**src/rtl/scan_seq_pkg.sv**
```systemverilog
// Shared types and constants for the scan pattern sequencer.
package scan_seq_pkg;

  typedef enum logic [2:0] {
    IDLE,
    LOAD,
    CAPTURE,
    UNLOAD,
    REPORT
  } state_t;

  localparam int FAIL_CNT_W = 8;

endpackage

```
**src/rtl/scan_shreg.sv**
```systemverilog
// Parallel-load / serial-shift register: shifts right, serial input enters at the MSB.
// Serves as the stimulus source during load and the response collector during unload.
module scan_shreg #(
  parameter int W = 16
) (
  input  logic         clk,
  input  logic         load,
  input  logic [W-1:0] load_data,
  input  logic         shift,
  input  logic         ser_in,
  output logic [W-1:0] q
);

  // NOTE: pure datapath storage with no reset; every pattern fully overwrites it
  // (parallel load, then CHAIN_LEN unload shifts) before anything reads it.
  always_ff @(posedge clk) begin
    if (load) begin
      q <= load_data;
    end else if (shift) begin
      q <= {ser_in, q[W-1:1]};
    end
  end

endmodule

```
**src/rtl/scan_seq.sv**
```systemverilog
// Scan test sequencer: loads a pattern LSB first, opens a capture window,
// unloads the response, compares it with the expected value and counts failures.
module scan_seq
  import scan_seq_pkg::*;
#(
  parameter int CHAIN_LEN      = 16,
  parameter int CAPTURE_CYCLES = 6
) (
  input  logic                  clk,
  input  logic                  rst_n,
  input  logic                  pat_valid,
  output logic                  pat_ready,
  input  logic [CHAIN_LEN-1:0]  pat_data,
  input  logic [CHAIN_LEN-1:0]  pat_expect,
  input  logic                  abort,
  input  logic                  clr_cnt,
  output logic                  scan_in_o,
  input  logic                  scan_out_i,
  output logic                  shift_en,
  output logic [CHAIN_LEN-1:0]  resp,
  output logic                  resp_valid,
  output logic                  fail,
  output logic [FAIL_CNT_W-1:0] fail_cnt
);

  localparam int MAX_LEN = (CHAIN_LEN > CAPTURE_CYCLES) ? CHAIN_LEN : CAPTURE_CYCLES;
  localparam int CNT_W   = $clog2(MAX_LEN);
  localparam logic [CNT_W-1:0] LAST_CHAIN = CNT_W'(CHAIN_LEN - 1);
  localparam logic [CNT_W-1:0] LAST_CAP   = CNT_W'(CAPTURE_CYCLES - 1);

  state_t               state, state_nx;
  logic [CNT_W-1:0]     cnt;
  logic                 ready_q;
  logic                 accept;
  logic                 last_unload;
  logic                 count_hit;
  logic [CHAIN_LEN-1:0] sh_q;
  logic [CHAIN_LEN-1:0] exp_q;
  logic [CHAIN_LEN-1:0] resp_nx;

  // ready_q keeps pat_ready low until the first clock after reset release.
  assign pat_ready   = (state == IDLE) && ready_q;
  assign accept      = pat_valid && pat_ready;
  assign last_unload = (state == UNLOAD) && (cnt == LAST_CHAIN) && !abort;
  assign resp_nx     = {scan_out_i, sh_q[CHAIN_LEN-1:1]};
  assign count_hit   = (state == REPORT) && fail;

  // NOTE: every signal written here gets a default first, so no path leaves one
  // unassigned and no latch is inferred.
  always_comb begin
    state_nx   = state;
    shift_en   = 1'b1;
    scan_in_o  = 1'b0;
    resp_valid = 1'b0;
    case (state)
      IDLE: begin
        if (accept) state_nx = LOAD;
      end
      LOAD: begin
        scan_in_o = sh_q[0];
        if (abort)                   state_nx = IDLE;
        else if (cnt == LAST_CHAIN)  state_nx = CAPTURE;
      end
      CAPTURE: begin
        shift_en = 1'b0;
        if (abort)                   state_nx = IDLE;
        else if (cnt == LAST_CAP)    state_nx = UNLOAD;
      end
      UNLOAD: begin
        if (abort)                   state_nx = IDLE;
        else if (cnt == LAST_CHAIN)  state_nx = REPORT;
      end
      REPORT: begin
        resp_valid = 1'b1;
        state_nx   = IDLE;
      end
      default: state_nx = IDLE;
    endcase
  end

  // NOTE: sequential state uses non-blocking assignments so every register
  // samples pre-edge values regardless of statement order.
  always_ff @(posedge clk or negedge rst_n) begin
    if (!rst_n) begin
      state   <= IDLE;
      cnt     <= '0;
      ready_q <= 1'b0;
    end else begin
      state   <= state_nx;
      ready_q <= 1'b1;
      if (state_nx != state) begin
        cnt <= '0;
      end else if (state inside {LOAD, CAPTURE, UNLOAD}) begin
        cnt <= cnt + 1'b1;
      end
    end
  end

  always_ff @(posedge clk) begin
    if (accept) exp_q <= pat_expect;
  end

  // resp and fail change only on a completed unload, so they hold between reports.
  always_ff @(posedge clk or negedge rst_n) begin
    if (!rst_n) begin
      resp     <= '0;
      fail     <= 1'b0;
      fail_cnt <= '0;
    end else begin
      if (last_unload) begin
        resp <= resp_nx;
        fail <= (resp_nx != exp_q);
      end
      if (clr_cnt) begin
        fail_cnt <= count_hit ? FAIL_CNT_W'(1) : '0;
      end else if (count_hit && (fail_cnt != '1)) begin
        fail_cnt <= fail_cnt + 1'b1;
      end
    end
  end

  scan_shreg #(.W(CHAIN_LEN)) u_shreg (
    .clk       (clk),
    .load      (accept),
    .load_data (pat_data),
    .shift     ((state == LOAD) || (state == UNLOAD)),
    .ser_in    (scan_out_i),
    .q         (sh_q)
  );

endmodule

```
**config.mk**
```make
export PLATFORM = sky130hd
export DESIGN_NAME = scan_seq
export DESIGN_NICKNAME = d
export VERILOG_FILES = /design/src/rtl/scan_seq_pkg.sv /design/src/rtl/scan_shreg.sv /design/src/rtl/scan_seq.sv
export SDC_FILE = /design/constraint.sdc
export NUM_CORES = 1
export LEC_CHECK = 0
export CORE_UTILIZATION = 30
export CTS_BUF_LIST = sky130_fd_sc_hd__clkbuf_4 sky130_fd_sc_hd__clkbuf_8
export DETAILED_ROUTE_END_ITERATION = 16
export DONT_BUFFER_PORTS = 1
export PLACE_DENSITY_LB_ADDON = 0.3
export RECOVER_POWER = 100
export SLEW_MARGIN = 20
export SYNTH_ARGS = -nofsm -noshare
export SYNTH_HDL_FRONTEND = slang
export SYNTH_SLANG_ARGS = --single-unit
export TNS_END_PERCENT = 1
```
**constraint.sdc**
```tcl
create_clock -name clk -period 4.3 [get_ports clk]
set_input_delay 0.86 -clock clk [delete_from_list [all_inputs] [get_ports clk]]
set_output_delay 0.86 -clock clk [all_outputs]
set_load 0.02 [all_outputs]
```
==> results of run 1 <==
[worst min path at each step]
stage          slack (ns)        to  cells past startpoint
5_1_grt              0.17   resp[7]                      0
3_3_place_gp         0.55  resp[10]                      1
2_1_floorplan        0.52   resp[8]                      1
4_1_cts              0.18   resp[7]                      0
3_5_place_dp         0.56   resp[0]                      1
6_report             0.20   resp[3]                      0
[final cells by class]
cell class	instances	area, sq um
multi-input cells	121	986
clock inverters	7	77.6
inverters	4	16.3
fillers	928	6180
flip-flops and latches	65	1790
well taps	129	161
clock buffers	9	124
[cells in the mapped netlist (2+ instances only)]
cell type / count
dfrtp_1: 33
edfxtp_1: 32
mux2_2: 24
xnor2_1: 18
nor2_1: 14
mux2_4: 7
nand4_1: 7
xor2_1: 7
nand2_1: 5
a21oi_1: 3
and3_1: 3
ha_1: 3
inv_1: 3
o2111ai_1: 3
o211ai_1: 3
and2_1: 2
buf_6: 2
mux2i_1: 2
nand3_1: 2
[sequential cells by signal (all words and copies together), names as in the netlist]
| signal | count |
|---|---|
| fail_cnt | 8 |
| fail | 1 |
| ready_q | 1 |
| state | 3 |
| cnt | 4 |
| exp_q | 16 |
| resp | 16 |
| u_shreg.q | 16 |
[critical path, stage by stage, from the launching register on]
cell and delay [ns]:
dfrtp_1 0.48, nor4b_1 1.06, nand2_2 0.21, clkinv_2 0.45, mux2_2 0.40
[metal layers]
layer  global-route usage [%]  part of all wire (%)  up-vias
met5                        0                     0        -
met4                     4.68                   1.4        0
met3                     7.03                    10        6
met2                     19.0                    47       56
met1                     13.3                    42      731
li1                         -                     -      724
[cell families after synthesis]
group,Yosys count,share of synthesized area [%]
DFF,65,61.5
and+or+nand+nor,44,9.13
muxes,34,14.0
xor gates and xnor gates,25,7.54
AOI/OAI and AO/OA,14,3.83
buffers and inverters,10,2.54
adders and majority gates,3,1.29
other,1,0.129
[through the flow]
| step | hold WS, ns | instance area [sq um] |
|---|---|---|
| final | 0.203 | 3150 |
| after global routing | 0.168 | 3150 |
| after CTS | 0.182 | 3210 |
| after detailed placement | 0.558 | 3010 |
| after global placement | 0.551 | 3010 |
| after floorplan | 0.521 | 2900 |
[power breakdown]
part | internal (mW) | leakage [nW] | switching, mW
clock | 0.273 | 0.102 | 0.255
sequential | 0.704 | 0.757 | 0.0354
combinational | 0.0514 | 0.374 | 0.0490
total | 1.03 | 1.23 | 0.339
==> summary.md, run 1 <==
| Metric | Value |
|---|---|
| Outcome | finished clean |
| Slew HR | 17.5% |
| Iter 0 DRT Violations | 29 |
| RSZ-0062 raised after global routing | no |
| PwrDens | 434 nW/um^2 |
| Post-layout minimum cycle time | 2.86 ns |
| Clock root cell | clkbuf_8 |
| Number of detailed-route iterations in the first pass | 6 |
| Port bufs | 0 |
| Reg2reg start | state[1] |
| DIE WIDTH | 100 microns |
| Synth area leader | edfxtp_1 |
| DR DRC count | 0 |
| Starting Density | 31.1% |
| Row cnt | 35 |
| Nets | 242 |
| Critical Path Source Type | flop |
| Fmax | 349 MHz |
| Power, Total | 1.37 mW |
| Predominant post-synthesis flop cell | dfrtp_1 |
| Layout Utilization | 33.8% |
| Worst-Margin Slew | 1.22 ns |
| Seq/Total Area, Yosys | 61.5% |
| Die Area | 10,100 sq um |
| Clock Latency Late Sink | 0.34 ns |
| VDD IR max | 0.233 mV |
| Top-Level Pins | 67 |
| Num CTS Buffers | 9 |
| Post-synthesis cell area | 2900 sq um |
| H-tree level count | 3 |
| Post-route antenna net violation count | 0 |
| Setup violators final | 0 |
| Core area | 9330 sq um |
| Slack of the worst reg-to-reg path | 1.44 ns |
| Syn_nets | 237 |
| Total GRT Usage | 12.0% |
| Pleak | 1.23 nW |
| Crit-path max FO | 32 |
| CP Capture Point | u_shreg.q[12] |
| Post-CTS Setup Inserts | 0 |
| Commonest non-fill, non-tap cells in the layout | dfrtp_1 (33), edfxtp_1 (32), mux2_2 (24) |
| Vias | 1,517 |
| Vias in the first global route | 1,610 |
| TritonCTS clock tree | yes |
| Post-Syn Instances | 196 |
| Crit end category | flop |
| Layout cells sized above 1 | 21.8% |
| WP data required | 4.39 ns |
| Synth unique cells | 42 |
| N_diodes | 0 |
| Worst hold path type | input port to asynchronous set/reset pin |
| MaxCap Viol Count | 0 |
| Finished Layout Cells | 335 |
| Clock buffer depth | 2 |
| Slew Limit Fails | 0 |
| YS warnings | 0 |
| Fin crit share | 66.6% |
| Hold-fix buffers at CTS | 0 |
| Drt wl/cell | 16.5 microns |
| Area delta synth->final | 8.53% |
| Initial antenna violation count | 0 |
| Placed insts | 319 |
| Worst Slack Setup Final | 1.44 ns |
| DRT Wirelength | 5.53 mm |
| Top-area cell type share of the netlist area | 33.1% |
| First-pass GRT wire length | 8.80 mm |
| Leading cell type in the layout, fill and taps excluded | dfrtp_1 |
| Dpl hpwl | 3.85 mm |
| Overflow after GRT | 0 |
| Crit path DAT | 2.95 ns |
| Reg2reg path depth | 4 |
| Placer congestion estimate | 0.733 |
| Async S/R FF share, synth | 50.8% |
| Pre-CTS setup slack | 1.78 ns |
| Final count of hold timing violations | 0 |
| Post-synth EDFFs | 32 |
| Synth Register Bits | 65 |
| Die height | 100 microns |
| CTS clk-pin slew, worst paths | 0.08 ns |
| Syn avg cell area | 14.8 sq um |
| Class of the most critical setup path | flop to flop |
| Clock Sinks | 65 |
| RR Endpoint | u_shreg.q[12] |
| Vias per cell | 4.53 |
| Largest net degree at the start of global routing | 34 |
| Setup total negative slack | 0 ns |
| CP startpoint | state[1] |
| CTS resizes | 0 |
| Skew final | 0.0111 ns |
| Synth top area cells | edfxtp_1 (33%), dfrtp_1 (28%), mux2_2 (9.3%), xnor2_1 (5.4%), mux2_4 (3.6%) |
(Power assumes the default switching activity.)
==> run 2, diff against run 1 <==
Clock period 4.3 ns to 2.5 ns, I/O delays scaled along.
==> summary.md, run 2 (synthesized netlist as in run 1, its figures left out) <==
| Metric | Value |
|---|---|
| Worst Slack Setup Final | 0.409 ns (-1.03 ns) |
| Num CTS Buffers | 9 (unchanged) |
| Finished Layout Cells | 341 (+1.8%) |
| Worst hold path type | input port to flop |
| Post-CTS Setup Inserts | 0 (unchanged) |
| Core area | 9330 sq um (unchanged) |
| Top-Level Pins | 67 (unchanged) |
| Crit path DAT | 2.18 ns (-0.77 ns) |
| DRT Wirelength | 5.97 mm (+8.0%) |
| PwrDens | 791 nW/um^2 (+82%) |
| Iter 0 DRT Violations | 36 (+24%) |
| Area delta synth->final | 11.6% |
| Clock buffer depth | 2 (unchanged) |
| Worst hold slack | 0.216 ns (+0.0130 ns) |
| Port bufs | 0 (unchanged) |
| Largest net degree at the start of global routing | 34 (unchanged) |
| Vias per cell | 4.69 (+3.6%) |
| Crit end category | flop |
| Worst-Margin Slew | 0.937 ns (-0.284 ns) |
| Die height | 100 microns (unchanged) |
| Nets | 248 (+2.5%) |
| Post-route antenna net violation count | 0 (unchanged) |
| Layout cells sized above 1 | 23.1% (+1.3 points) |
| # fillers | 910 (-1.9%) |
| Clock Latency Late Sink | 0.34 ns (about the same) |
| Class of the most critical setup path | flop to flop |
| Final count of hold timing violations | 0 (unchanged) |
| Drt wl/cell | 17.5 microns (+6.1%) |
| DR DRC count | 0 (unchanged) |
| Overflow after GRT | 0 (unchanged) |
| MaxCap Viol Count | 0 (unchanged) |
| Placed insts | 323 (+1.3%) |
| Pre-CTS setup slack | 0.469 ns (-1.31 ns) |
| First-pass GRT wire length | 9.45 mm (+7.5%) |
| Area taken by multi-input logic gates | 998 sq um (+1.3%) |
| Starting Density | 31.1% (unchanged) |
| DIE WIDTH | 100 microns (unchanged) |
| TritonCTS clock tree | yes |
| Vias in the first global route | 1,696 (+5.3%) |
| N_diodes | 0 (unchanged) |
| WP data required | 2.59 ns (-1.80 ns) |
| Post-layout minimum cycle time | 2.09 ns (-0.771 ns) |
| Number of detailed-route iterations in the first pass | 4 (-2) |
| Placer congestion estimate | 0.688 (-6.1%) |
| Pleak | 1.28 nW (+3.7%) |
| Skew final | 0.00686 ns (-0.00427 ns) |
| Row cnt | 35 (unchanged) |
| Slew HR | 37.5% (+20 points) |
| CTS clk-pin slew, worst paths | 0.07 ns (about the same) |
| Setup violators final | 0 (unchanged) |
| Leading cell type in the layout, fill and taps excluded | dfrtp_1 |
| Outcome | finished clean |
| Total GRT Usage | 13.0% (+0.96 points) |
| Commonest non-fill, non-tap cells in the layout | dfrtp_1 (33), edfxtp_1 (32), mux2_2 (24) |
| Crit-path max FO | 32 (unchanged) |
| Clock Sinks | 65 (unchanged) |
| H-tree level count | 3 (unchanged) |
| RSZ-0062 raised after global routing | no |
| Register area | 1790 sq um (unchanged) |
| CTS resizes | 0 (unchanged) |
| VDD IR max | 0.414 mV (+78%) |
| Slew Limit Fails | 0 (unchanged) |
| Clock root cell | clkbuf_8 |
| Fin crit share | 83.7% (+17 points) |
| Dpl hpwl | 3.99 mm (+3.6%) |
| Setup total negative slack | 0 ns (unchanged) |
| Vias | 1,600 (+5.5%) |
| Initial antenna violation count | 0 (unchanged) |
| Largest registers | exp_q x16, resp x16, u_shreg.q x16 |
| Critical Path Source Type | flop |
| Fmax | 478 MHz (+37%) |
| Die Area | 10,100 sq um (unchanged) |
| Slack of the worst reg-to-reg path | 0.41 ns (-1.03 ns) |
run 2: timing repair:
item	4_1_cts	5_1_grt
hold endpoints to repair	33	0
hold buffers	2	0
endpoints found under the setup margin	0	0
run 2: where the power goes:
part	switching, mW	internal (mW)
clock	0.420	0.679
sequential	0.0632	1.21
combinational	0.0983	0.0945
total	0.582	1.98
run 2: path summary, 6_finish.rpt:
| check | startpoint | end | cells past startpoint |
|---|---|---|---|
| worst max-delay path | state[1] | u_shreg.q[14] | 4 |
| worst min-delay path | clr_cnt | fail_cnt[2] | 1 |
| worst max register to register | state[1] | u_shreg.q[14] | 4 |
| worst min register to register | u_shreg.q[7] | resp[6] | 1 |
| max in group asynchronous | rst_n | resp[1] | 2 |
| min in group asynchronous | rst_n | resp[8] | 2 |
run 2: layer usage:
layer  up-vias  wire [microns]  GRT usage [%]
li1        744               -              -
met2        62            2850           20.1
met1       787            2420           15.0
met4         0              59           3.90
met5         -               0              0
met3         7             638           7.87
run 2: metrics by stage:
stage / instance area [sq um] / power (mW) / util [%]
after CTS: 3310 / 2.62 / 35.5
after detailed placement: 3040 / 1.49 / 32.6
final: 3240 / 2.57 / 34.8
after floorplan: 2900 / 1.43 / -
after global placement: 3040 / 1.48 / 32.6
after global routing: 3240 / 2.68 / 34.8
run 2: critical path, stage by stage (launching register included):
cell and delay (ns):
dfrtp_1 0.50, nor4b_4 0.31, nand2_1 0.17, clkinv_2 0.43, mux2_2 0.40
run 2: final cells by class:
cell class,instances,area share (%)
Sequential cell,65,55.1
Multi-Input combinational cell,121,30.8
Tap cell,129,4.98
Clock buffer,10,4.05
Clock inverter,6,3.55
Timing Repair Buffer,6,1.00
Inverter,4,0.502
